## src/rtl/pu_msp430_trace_arbiter.sv

```systemverilog
// Dual-core MSP430 decode-trace arbiter: one event FIFO per core, drained round-robin
// into a registered valid/ready trace port.
module pu_msp430_trace_arbiter #(
  parameter int DEPTH = 4,
  parameter int AW    = 2
) (
  input  logic        mclk,
  input  logic        puc_rst,
  input  logic        trc_en,
  input  logic        ovf_clr,
  input  logic        c0_decode,
  input  logic [15:0] c0_pc,
  input  logic [15:0] c0_ir,
  input  logic        c0_irq,
  input  logic        c1_decode,
  input  logic [15:0] c1_pc,
  input  logic [15:0] c1_ir,
  input  logic        c1_irq,
  output logic        trc_valid,
  input  logic        trc_ready,
  output logic        trc_core,
  output logic [15:0] trc_pc,
  output logic [15:0] trc_ir,
  output logic        trc_irq,
  output logic [15:0] trc_seq,
  output logic [1:0]  ovf
);

  // FIFO entry layout: {irq, pc, ir, seq}
  localparam int EW = 49;

  typedef enum logic {
    ST_EMPTY = 1'b0,
    ST_HOLD  = 1'b1
  } state_t;

  logic [1:0]    decode;
  logic [1:0]    irq_in;
  logic [15:0]   pc_in [2];
  logic [15:0]   ir_in [2];
  logic [EW-1:0] rd_data [2];
  logic [1:0]    fifo_empty;
  logic [1:0]    fifo_full;
  logic [1:0]    push_ok;
  logic [1:0]    drop;
  logic [1:0]    pop;

  assign decode   = {c1_decode, c0_decode};
  assign irq_in   = {c1_irq, c0_irq};
  assign pc_in[0] = c0_pc;
  assign pc_in[1] = c1_pc;
  assign ir_in[0] = c0_ir;
  assign ir_in[1] = c1_ir;

  genvar gi;
  generate
    for (gi = 0; gi < 2; gi++) begin : g_core
      logic [15:0]   seq_reg;
      logic [AW:0]   wr_ptr_reg;
      logic [AW:0]   rd_ptr_reg;
      logic [EW-1:0] mem_reg [DEPTH];
      logic          push_req;

      assign push_req       = decode[gi] & trc_en;
      assign fifo_empty[gi] = (wr_ptr_reg == rd_ptr_reg);
      assign fifo_full[gi]  = (wr_ptr_reg[AW] != rd_ptr_reg[AW]) &&
                              (wr_ptr_reg[AW-1:0] == rd_ptr_reg[AW-1:0]);
      // A pop in the same cycle frees the slot, so a full FIFO still accepts the push.
      assign push_ok[gi]    = push_req & (~fifo_full[gi] | pop[gi]);
      assign drop[gi]       = push_req & fifo_full[gi] & ~pop[gi];
      assign rd_data[gi]    = mem_reg[rd_ptr_reg[AW-1:0]];

      always_ff @(posedge mclk or posedge puc_rst) begin
        if (puc_rst) begin
          seq_reg    <= '0;
          wr_ptr_reg <= '0;
          rd_ptr_reg <= '0;
        end else begin
          if (decode[gi]) seq_reg <= seq_reg + 16'd1;
          if (push_ok[gi]) wr_ptr_reg <= wr_ptr_reg + 1'b1;
          if (pop[gi]) rd_ptr_reg <= rd_ptr_reg + 1'b1;
        end
      end

      always_ff @(posedge mclk) begin
        if (push_ok[gi]) mem_reg[wr_ptr_reg[AW-1:0]] <= {irq_in[gi], pc_in[gi], ir_in[gi], seq_reg};
      end
    end
  endgenerate

  state_t      state_reg, state_next;
  logic        last_reg, last_next;
  logic        load;
  logic        grant;
  logic [1:0]  ovf_reg, ovf_next;
  logic        core_reg;
  logic [15:0] pc_reg, ir_reg, seq_reg;
  logic        irq_reg;

  always_comb begin
    state_next = state_reg;
    last_next  = last_reg;
    pop        = 2'b00;
    load       = (state_reg == ST_EMPTY) | ((state_reg == ST_HOLD) & trc_ready);
    // Both pending: serve the core that was not granted last.
    if (!fifo_empty[0] && !fifo_empty[1]) grant = ~last_reg;
    else                                  grant = ~fifo_empty[1];
    if (load) begin
      if (fifo_empty != 2'b11) begin
        pop        = grant ? 2'b10 : 2'b01;
        state_next = ST_HOLD;
        last_next  = grant;
      end else begin
        state_next = ST_EMPTY;
      end
    end
  end

  always_comb begin
    for (int i = 0; i < 2; i++) begin
      ovf_next[i] = ovf_reg[i];
      if (ovf_clr) ovf_next[i] = 1'b0;
      if (drop[i]) ovf_next[i] = 1'b1;
    end
  end

  always_ff @(posedge mclk or posedge puc_rst) begin
    if (puc_rst) begin
      state_reg <= ST_EMPTY;
      last_reg  <= 1'b1;
      ovf_reg   <= 2'b00;
      core_reg  <= 1'b0;
      pc_reg    <= '0;
      ir_reg    <= '0;
      irq_reg   <= 1'b0;
      seq_reg   <= '0;
    end else begin
      state_reg <= state_next;
      last_reg  <= last_next;
      ovf_reg   <= ovf_next;
      if (pop != 2'b00) begin
        core_reg                           <= grant;
        {irq_reg, pc_reg, ir_reg, seq_reg} <= rd_data[grant];
      end
    end
  end

  assign trc_valid = (state_reg == ST_HOLD);
  assign trc_core  = core_reg;
  assign trc_pc    = pc_reg;
  assign trc_ir    = ir_reg;
  assign trc_irq   = irq_reg;
  assign trc_seq   = seq_reg;
  assign ovf       = ovf_reg;

endmodule

```

## config.mk

```make
export PLATFORM = sky130hd
export DESIGN_NAME = pu_msp430_trace_arbiter
export DESIGN_NICKNAME = d
export VERILOG_FILES = /design/src/rtl/pu_msp430_trace_arbiter.sv
export SDC_FILE = /design/constraint.sdc
export NUM_CORES = 1
export LEC_CHECK = 0
export CORE_UTILIZATION = 45
export DETAILED_ROUTE_END_ITERATION = 8
export GPL_TIMING_DRIVEN = 0
export PLACE_DENSITY = 0.7
export SYNTH_ARGS = -nofsm -noshare
export SYNTH_HDL_FRONTEND = slang
export SYNTH_SLANG_ARGS = --single-unit
```

## constraint.sdc

```tcl
create_clock -name mclk -period 3.4 [get_ports mclk]
set_input_delay 0.34 -clock mclk [delete_from_list [all_inputs] [get_ports mclk]]
set_output_delay 0.34 -clock mclk [all_outputs]
set_load 0.05 [all_outputs]
```

==> results.cfg, run 1 <==
[setup_path]
worst-setup-path-type = reg2reg
critical_path_required_time_ns = 3.65
ordered_cell_list_for_the_critical_path = buf_6, xor2_2, nor2_2, a211oi_4, nor2_4, buf_12
minimum_setup_slack_among_reg_to_reg_paths_ns = 0.80
cpMaxStageDelayCell = sky130_fd_sc_hd__nor2_4
worst_r2r_endpoint = g_core[1].mem_reg[1][48]$_DFFE_PP_
arr_time_crit_path_ns = 2.85
critPathBufInv = 2
worstSetupEndpointType = register
setup.worst_path.start_class = register
critical_path_peak_fanout = 26
number_of_cells_on_the_critical_path = 6
critical_path.max_stage_delay_ns = 0.74
cpLargestDelayFamily = simple AND/OR/NAND/NOR gates
reg2reg_depth = 6
critical_path.reg2reg.startpoint = g_core[0].rd_ptr_reg[1]$_DFFE_PP0N_

[global_routing]
globalRoute.totalOverflow = 0
initial_antenna_violation_count = 1
grtUsageTotal_pct = 19.1
maximum_number_of_pins_on_one_net_before_global_route_repair = 65
grt_first_pass_wirelength_um = 59300
via_count_of_the_first_global_routing_pass = 9864

[clocking]
clock_latency_on_the_worst_skew_pair_ns = 0.58
cts.htree.levels = 2
max-clock-path-buffers = 3
cts.root.buffer_cell = sky130_fd_sc_hd__clkbuf_16
clkTransAtPathRegs_ns = 0.06
cts_tree = done
clock_sinks = 490
cts_made_buffers = 49
post-cts-setup-buffer-count = 0
cts-hold-fix-buffers = 0
ctsResizeCount = 0

[power_and_ir_drop]
sequentialPowerShare_pct = 40.3
static_leakage_nw = 7.74
vdd_ir_drop_max_v = 0.000557
powerDensity_nw_per_um2 = 935
combPwrFrac_pct = 34.4
power.total_mw = 20.9
p_int_mw = 13.7
power.switching_fraction_pct = 34.4
total_switching_power_mw = 7.20
power.clock.fraction_pct = 25.3

[synthesis]
synth.avg_cell_area_um2 = 18.9
netlist-cell-type-count = 40
synth.area.top_cells = sky130_fd_sc_hd__edfxtp_1 63%, sky130_fd_sc_hd__dfrtp_1 13%, sky130_fd_sc_hd__mux4_2 12%, sky130_fd_sc_hd__nand2_1 2.3%, sky130_fd_sc_hd__a31oi_1 1.7%
mappedNetlistNets = 1074
synth-seq-cells = 490
synth_top_area_share_pct = 63.0
synthesis.instances = 989
synthDominantAreaCellType = sky130_fd_sc_hd__edfxtp_1
synth_warnings = 0
synthesized_area_um2 = 18700
seq_total_area_yosys_pct = 76.1

[drt]
wire_per_inst_um = 22.4
first_iter_violations = 675
totalWireLength_um = 39000
route.vias.total = 9413
drt_pass1_iterations = 5
antenna_left = 0
detail_routed_via_count_per_cell = 5.40
drc = 0

[floorplan]
fp.dieArea_um2 = 42400
placeableCoreArea_um2 = 40900
std_cell_rows = 74
floorplan.initialDensity_pct = 45.7
die_h_um = 206
pin_count = 126
floorplan.die.width_um = 206

[timing]
timing.final.max_slew_violations = 0
finalSetupViolations = 0
final.min_clock_period_ns = 2.60
max_freq_ghz = 0.385
fin_worst_skew_ns = 0.0210
rsz0062_at_grt = false
slew_headroom_pct = 38.3
final_hold_viol_count = 0
period_share_pct = 76.4
timing.setup.tns_ns = 0
worst_pin_slew_ns = 0.924

[finish]
layout.core_utilization_pct = 54.7
insertedDiodeCount = 0
fin_nets = 1257
drive_above_1_share_pct = 18.8
largest_register_ff_count = 392
layout-area-overhead-vs-synth_pct = 19.8

[placement]
routabilityCongestion = 0.788
io_buffer_count = 124
detailed_placer_s_ending_hpwl_um = 24500

[min_path]
worstHoldPathType = in2async

[flow_run]
max_cap_violations = 0

[status]
run_status = finished, final reports clean
[cells by family (layout without fill, tap and decap cells)]
family,after synthesis,in the layout,synth area share (%)
DFF,490,490,76.1
and+or+nand+nor,216,216,4.94
muxes,103,103,12.1
AOI/OAI and AO/OA,61,61,2.21
buffers and inverters,60,281,1.55
xor gates and xnor gates,47,47,2.28
adders and majority gates,12,12,0.803
[metrics by stage]
| stage | hold slack, ns | instance area (um2) | setup slack [ns] | instances |
|---|---|---|---|---|
| 5_1_grt | 0.180 | 22400 | 0.643 | 1742 |
| 2_1_floorplan | 0.427 | 18700 | -0.378 | 989 |
| 3_3_place_gp | 0.474 | 20600 | -2.54 | 1645 |
| 3_5_place_dp | 0.483 | 20800 | 0.439 | 1653 |
| 4_1_cts | 0.141 | 22400 | 0.750 | 1742 |
| 6_report | 0.154 | 22400 | 0.803 | 1742 |
[placed cells by master, fill, tap and decap left out, types with 8 or more instances in the layout]
cell type	count
sky130_fd_sc_hd__nand3_1	8
sky130_fd_sc_hd__nand2_1	115
sky130_fd_sc_hd__nor2_1	52
sky130_fd_sc_hd__clkbuf_16	50
sky130_fd_sc_hd__ha_1	12
sky130_fd_sc_hd__clkbuf_1	32
sky130_fd_sc_hd__a31oi_1	51
sky130_fd_sc_hd__and3_1	10
sky130_fd_sc_hd__dfrtp_1	97
sky130_fd_sc_hd__inv_1	11
sky130_fd_sc_hd__mux4_2	98
sky130_fd_sc_hd__xor2_1	12
sky130_fd_sc_hd__buf_2	27
sky130_fd_sc_hd__clkdlybuf4s50_1	124
sky130_fd_sc_hd__edfxtp_1	392
sky130_fd_sc_hd__xnor2_1	33
[cells in the mapped netlist, drive strengths merged]
cell	count
a31oi	52
or2	1
nor2b	1
clkbuf	16
nor4	1
dfrtp	97
a211oi	1
nor2	58
o311a	1
ha	12
o41ai	1
dfstp	1
edfxtp	392
nand2	116
nand2b	1
nand3	9
nand4	7
a32o	1
and4	4
a21oi	1
and2	5
buf	32
mux2	5
nor3	3
inv	12
a22o	1
xor2	14
o21ai	2
and3	10
mux4	98
xnor2	33
o31a	1
[worst max path at each step]
stage	startpoint	end	slack, ns
after global placement	trc_en	g_core[1].mem_reg[1][44]$_DFFE_PP_	-2.54
after global routing	g_core[0].rd_ptr_reg[0]$_DFFE_PP0N_	g_core[0].mem_reg[3][17]$_DFFE_PP_	0.64
after CTS	g_core[0].rd_ptr_reg[1]$_DFFE_PP0N_	g_core[1].mem_reg[1][48]$_DFFE_PP_	0.75
after floorplan	trc_valid$_DFFE_PP0P_	g_core[1].mem_reg[0][0]$_DFFE_PP_	-0.38
after detailed placement	c0_decode	g_core[0].mem_reg[3][17]$_DFFE_PP_	0.44
final	g_core[0].rd_ptr_reg[1]$_DFFE_PP0N_	g_core[1].mem_reg[1][48]$_DFFE_PP_	0.80
[cell type report]
class	count	area, um2
Fill cell	3170	18500
Buffer	48	244
Clock inverter	21	243
Sequential cell	490	14200
Inverter	12	47.5
Multi-Input combinational cell	439	4220
Timing Repair Buffer	132	1420
Clock buffer	68	1340
Tap cell	532	666
[metal layers]
metal / track usage [%] / routed length [um] / vias up
li1: - / - / 4206
met1: 26.7 / 17000 / 4886
met2: 31.1 / 19100 / 261
met3: 3.58 / 2160 / 58
met4: 4.88 / 782 / 2
met5: 0 / 17 / -
[power groups by stage]
stage / Sequential, mW / Combinational (mW) / Clock (mW)
2_1_floorplan: 9.46 / 3.89 / 0
3_3_place_gp: 8.57 / 7.06 / 0
3_5_place_dp: 8.55 / 7.28 / 0
4_1_cts: 8.44 / 7.31 / 5.41
5_1_grt: 8.55 / 7.77 / 5.64
6_report: 8.44 / 7.20 / 5.31
Power figures use the tool's default switching activity.
==> run 2: changes to the inputs <==
- PLACE_DENSITY: 0.7 -> 0.68
- clock period: 3.4 -> 2.4 ns (I/O delays scaled with it)
==> results.cfg, run 2 (synthesis gave the netlist of run 1 again) <==
[status]
run_status = finished, final reports clean

[floorplan]
die_h_um = 206
std_cell_rows = 74
placeableCoreArea_um2 = 40900
fp.dieArea_um2 = 42400
floorplan.die.width_um = 206
pin_count = 126
floorplan.initialDensity_pct = 45.7

[setup_path]
setup.worst_path.start_class = register
critical_path.reg2reg.startpoint = g_core[0].rd_ptr_reg[1]$_DFFE_PP0N_
critical_path.max_stage_delay_ns = 0.77
cpLargestDelayFamily = simple AND/OR/NAND/NOR gates
cpMaxStageDelayCell = sky130_fd_sc_hd__and2_4
critical_path_peak_fanout = 49
ordered_cell_list_for_the_critical_path = buf_6, xor2_4, nor2_2, a31oi_4, and2_4
worstSetupEndpointType = register
minimum_setup_slack_among_reg_to_reg_paths_ns = 0.05
reg2reg_depth = 5
worst-setup-path-type = reg2reg
worst_r2r_endpoint = g_core[0].mem_reg[2][41]$_DFFE_PP_
arr_time_crit_path_ns = 2.54
critical_path_required_time_ns = 2.59
critPathBufInv = 1

[finish]
largest_register_ff_count = 392
n_fill_cell = 3183
fin_nets = 1264
layout.core_utilization_pct = 55.3
final_cell_mix = 392 x sky130_fd_sc_hd__edfxtp_1, 124 x sky130_fd_sc_hd__clkdlybuf4s50_1, 115 x sky130_fd_sc_hd__nand2_1, 98 x sky130_fd_sc_hd__mux4_2, 97 x sky130_fd_sc_hd__dfrtp_1
leading_cell_type_in_the_layout_fill_and_taps_excluded = sky130_fd_sc_hd__edfxtp_1
drive_above_1_share_pct = 20.5
register_area_um2 = 14200
layout-area-overhead-vs-synth_pct = 21.2
area_of_the_multi_input_gates_um2 = 4310

[drt]
wire_per_inst_um = 22.4
drc = 0
detail_routed_via_count_per_cell = 5.46
drt_pass1_iterations = 6
first_iter_violations = 678
totalWireLength_um = 39200
route.vias.total = 9564
antenna_left = 0

[min_path]
worstHoldPathType = in2reg
hold_path_end = g_core[1].seq_reg[0]$_DFFE_PP0P_
worst_min_path_start = c1_decode
hold_path_depth = 2

[timing]
rsz0062_at_grt = true
final.min_clock_period_ns = 2.35
finalSetupViolations = 0
slew_headroom_pct = 42.1
fin_worst_skew_ns = 0.0160
final_critical_path_setup_slack_ns = 0.0518
timing.final.max_slew_violations = 0
max_freq_ghz = 0.426
period_share_pct = 97.8
worst_pin_slew_ns = 0.868
final_hold_viol_count = 0

[clocking]
clock_latency_on_the_worst_skew_pair_ns = 0.57
cts.root.buffer_cell = sky130_fd_sc_hd__clkbuf_16
cts.htree.levels = 2
max-clock-path-buffers = 3
clock_sinks = 490
cts_made_buffers = 51
clkTransAtPathRegs_ns = 0.06
cts_tree = done

[global_routing]
initial_antenna_violation_count = 2
globalRoute.totalOverflow = 0
via_count_of_the_first_global_routing_pass = 9977
maximum_number_of_pins_on_one_net_before_global_route_repair = 51
grtUsageTotal_pct = 19.1
grt_first_pass_wirelength_um = 59700

[placement]
dp_slack_ns = -0.463
routabilityCongestion = 0.811
io_buffer_count = 124
detailed_placer_s_ending_hpwl_um = 24700

[power_and_ir_drop]
vdd_ir_drop_max_v = 0.000826
static_leakage_nw = 7.86
powerDensity_nw_per_um2 = 1330
power.total_mw = 30.2

[flow_run]
max_cap_violations = 0
## run 2: layer usage
metal  up-vias  global-route usage (%)  routed length, um
li1       4236                       -                  -
met1      4991                    27.0              17000
met2       267                    30.8              19100
met3        66                    3.41               2180
met4         4                    5.12                914
met5         -                       0                 22
## run 2: worst max path at each step
stage,from,end,slack (ns),depth (start not counted)
floorplan,trc_valid$_DFFE_PP0P_,g_core[1].mem_reg[3][0]$_DFFE_PP_,-0.07,4
global placement,trc_en,g_core[1].mem_reg[3][41]$_DFFE_PP_,-0.86,5
detailed placement,trc_en,g_core[1].mem_reg[3][41]$_DFFE_PP_,-0.46,6
CTS,g_core[0].rd_ptr_reg[1]$_DFFE_PP0N_,g_core[1].mem_reg[3][47]$_DFFE_PP_,0.004,6
global route,g_core[0].rd_ptr_reg[1]$_DFFE_PP0N_,g_core[0].mem_reg[0][45]$_DFFE_PP_,-0.11,5
finish,g_core[0].rd_ptr_reg[1]$_DFFE_PP0N_,g_core[0].mem_reg[2][41]$_DFFE_PP_,0.05,5
## run 2: layout make-up
type | count | area share (%)
multi-input cells | 440 | 19.0
diodes | 1 | 0.0110
flip-flops and latches | 490 | 62.8
repair buffers | 136 | 6.43
plain buffers | 48 | 1.09
well taps | 532 | 2.94
clock buffers | 71 | 6.46
clock inverters | 22 | 1.01
inverters | 12 | 0.215
## run 2: repair_timing
action,4_1_cts,5_1_grt
hold buffers,0,0
cloned,1,0
pin swaps,4,3
setup buffers,2,1
resized for setup,8,4
setup endpoints to repair,235,235
## run 2: through the flow
stage / TNS [ns] / hold slack [ns] / cells / instance area, um2
floorplan: -9.93 / 0.327 / 989 / 18700
detailed placement: -96.03 / 0.480 / 1654 / 20800
finish: 0 / 0.0996 / 1752 / 22600
global route: -15.81 / 0.103 / 1751 / 22600
CTS: 0 / 0.0654 / 1750 / 22600
global placement: -340.73 / 0.475 / 1645 / 20600
## run 2: power by group
group | switching, mW | internal, mW | leakage, nW
registers | 0.944 | 11.1 | 4.77
logic | 6.25 | 4.11 | 2.25
clock network | 3.19 | 4.68 | 0.840
total | 10.4 | 19.8 | 7.86
==> run 3: changes to the inputs <==
- CELL_PAD_IN_SITES_DETAIL_PLACEMENT: not set -> 0
- CELL_PAD_IN_SITES_GLOBAL_PLACEMENT: not set -> 1
- MAX_ROUTING_LAYER: not set -> met4
- PLACE_DENSITY: 0.68 -> 0.75
==> results.cfg, run 3 (synthesis gave the netlist of run 1 again) <==
[flow_run]
max_cap_violations = 0

[min_path]
worstHoldPathType = in2reg
worst_min_path_start = c1_decode

[drt]
first_iter_violations = 690
drc = 0
route.vias.total = 9628
drt_pass1_iterations = 5
totalWireLength_um = 41100
detail_routed_via_count_per_cell = 5.43
wire_per_inst_um = 23.1
antenna_left = 0

[timing]
max_freq_ghz = 0.439
rsz0062_at_grt = false
slew_headroom_pct = 52.6
worst_pin_slew_ns = 0.711
finalSetupViolations = 0
timing.final.max_slew_violations = 0
timing.setup.tns_ns = 0
fin_worst_skew_ns = 0.0266
final_hold_viol_count = 0
final.min_clock_period_ns = 2.28
period_share_pct = 94.9
hold_ws_ns = 0.0739

[setup_path]
setup.worst_path.start_class = register
critical_path.reg2reg.startpoint = g_core[0].rd_ptr_reg[1]$_DFFE_PP0N_
worst-setup-path-type = reg2reg
arr_time_crit_path_ns = 2.77
timing.critical_path.from = g_core[0].rd_ptr_reg[1]$_DFFE_PP0N_
critical_path_required_time_ns = 2.89
critical_path_peak_fanout = 10
worstSetupEndpointType = register

[power_and_ir_drop]
combPwrFrac_pct = 34.6
total_switching_power_mw = 10.5
power.clock.fraction_pct = 26.3
power.switching_fraction_pct = 34.5
power.total_mw = 30.4
p_int_mw = 19.9
sequentialPowerShare_pct = 39.2
vdd_ir_drop_max_v = 0.000785
static_leakage_nw = 7.95
powerDensity_nw_per_um2 = 1330

[clocking]
max-clock-path-buffers = 3
cts_made_buffers = 50
cts.htree.levels = 2
clock_sinks = 490
cts_tree = done
clkTransAtPathRegs_ns = 0.06
cts.root.buffer_cell = sky130_fd_sc_hd__clkbuf_16
clock_latency_on_the_worst_skew_pair_ns = 0.60

[status]
run_status = finished, final reports clean

[finish]
drive_above_1_share_pct = 21.7
leading_cell_type_in_the_layout_fill_and_taps_excluded = sky130_fd_sc_hd__edfxtp_1
layout-area-overhead-vs-synth_pct = 22.1
layout.core_utilization_pct = 55.8
stdcell_count = 1774
final_cell_mix = 392 x sky130_fd_sc_hd__edfxtp_1, 124 x sky130_fd_sc_hd__clkdlybuf4s50_1, 115 x sky130_fd_sc_hd__nand2_1, 98 x sky130_fd_sc_hd__mux4_2, 97 x sky130_fd_sc_hd__dfrtp_1
largest_register_ff_count = 392
n_fill_cell = 3186
fin_nets = 1284

[global_routing]
via_count_of_the_first_global_routing_pass = 10000
grt_first_pass_wirelength_um = 61700
initial_antenna_violation_count = 1
maximum_number_of_pins_on_one_net_before_global_route_repair = 36
globalRoute.totalOverflow = 0
grtUsageTotal_pct = 20.8

[floorplan]
die_h_um = 206
floorplan.initialDensity_pct = 45.7
std_cell_rows = 74
fp.dieArea_um2 = 42400
floorplan.die.width_um = 206
pin_count = 126
placeableCoreArea_um2 = 40900

[placement]
io_buffer_count = 124
detailed_placer_s_ending_hpwl_um = 24600
routabilityCongestion = 0.772
dpl.cell_count = 1656
-- run 3: changes by cell type in the layout (fill, tap and decap cells not counted), sizes merged --
cell	change
clkinv	+1
buf	+9
inv	-2
bufinv	+2
nor2	-1
dlygate4sd3	+1
clkinvlp	+4
and2	+12
clkbuf	-4
-- run 3: power by group through the flow --
stage | clock, mW | combinational, mW | sequential [mW]
6_report | 7.99 | 10.5 | 11.9
5_1_grt | 8.46 | 11.4 | 12.1
4_1_cts | 8.14 | 10.7 | 11.9
3_5_place_dp | 0 | 10.4 | 12.1
3_3_place_gp | 0 | 10.1 | 12.0
2_1_floorplan | 0 | 5.55 | 13.4
-- run 3: worst paths after layout --
path                                                             to  slack [ns]  cells past startpoint
worst max-delay path                          trc_ir[2]$_DFFE_PP0P_        0.12                      8
worst min-delay path               g_core[1].seq_reg[2]$_DFFE_PP0P_        0.07                      3
worst max register to register                trc_ir[2]$_DFFE_PP0P_        0.12                      8
worst min register to register  g_core[1].rd_ptr_reg[2]$_DFFE_PP0P_        0.49                      1
max in group asynchronous                   trc_seq[10]$_DFFE_PP0P_        1.18                      5
min in group asynchronous          g_core[1].seq_reg[1]$_DFFE_PP0P_        0.50                      3
-- run 3: critical path: stages, from the launching register on --
cell and delay, ns:
sky130_fd_sc_hd__dfrtp_1 0.39, sky130_fd_sc_hd__buf_6 0.16, sky130_fd_sc_hd__xor2_2 0.20, sky130_fd_sc_hd__o31a_1 0.32, sky130_fd_sc_hd__nor2_2 0.41, sky130_fd_sc_hd__buf_4 0.28
sky130_fd_sc_hd__buf_6 0.15, sky130_fd_sc_hd__nand2_1 0.09, sky130_fd_sc_hd__a31oi_1 0.18
-- run 3: final cells by class --
type | count | area (um2) | area share [%]
Timing Repair Buffer | 146 | 1570 | 6.90
Tap cell | 532 | 666 | 2.92
Clock inverter | 27 | 330 | 1.45
Buffer | 48 | 245 | 1.07
Clock buffer | 67 | 1390 | 6.08
Antenna cell | 1 | 2.50 | 0.0110
Multi-Input combinational cell | 451 | 4340 | 19.0
Inverter | 12 | 48.8 | 0.214
Sequential cell | 490 | 14200 | 62.3
-- run 3: per-stage QoR --
step / instance area [um2] / worst slack (ns)
after floorplan: 18700 / -0.0655
after global placement: 20600 / -0.972
after detailed placement: 20900 / -0.506
after CTS: 22800 / 0.0111
after global routing: 22800 / 0.0115
final: 22800 / 0.123
-- run 3: routing by layer --
layer / vias to the layer above / track usage [%] / share of wire [%]
li1: 4284 / - / -
met4: 0 / 5.20 / 2.1
met5: - / - / 0
met3: 65 / 4.12 / 6.0
met2: 263 / 32.9 / 49
met1: 5016 / 27.9 / 43
-- run 3: what timing repair did --
action / CTS / global route
resized for setup: 14 / 2
gates cloned: 12 / 0
setup buffers: 8 / 2
endpoints found under the setup margin: 305 / 199
pin swaps: 13 / 1
hold buffers: 1 / 0
endpoints found under the hold margin: 6 / 0
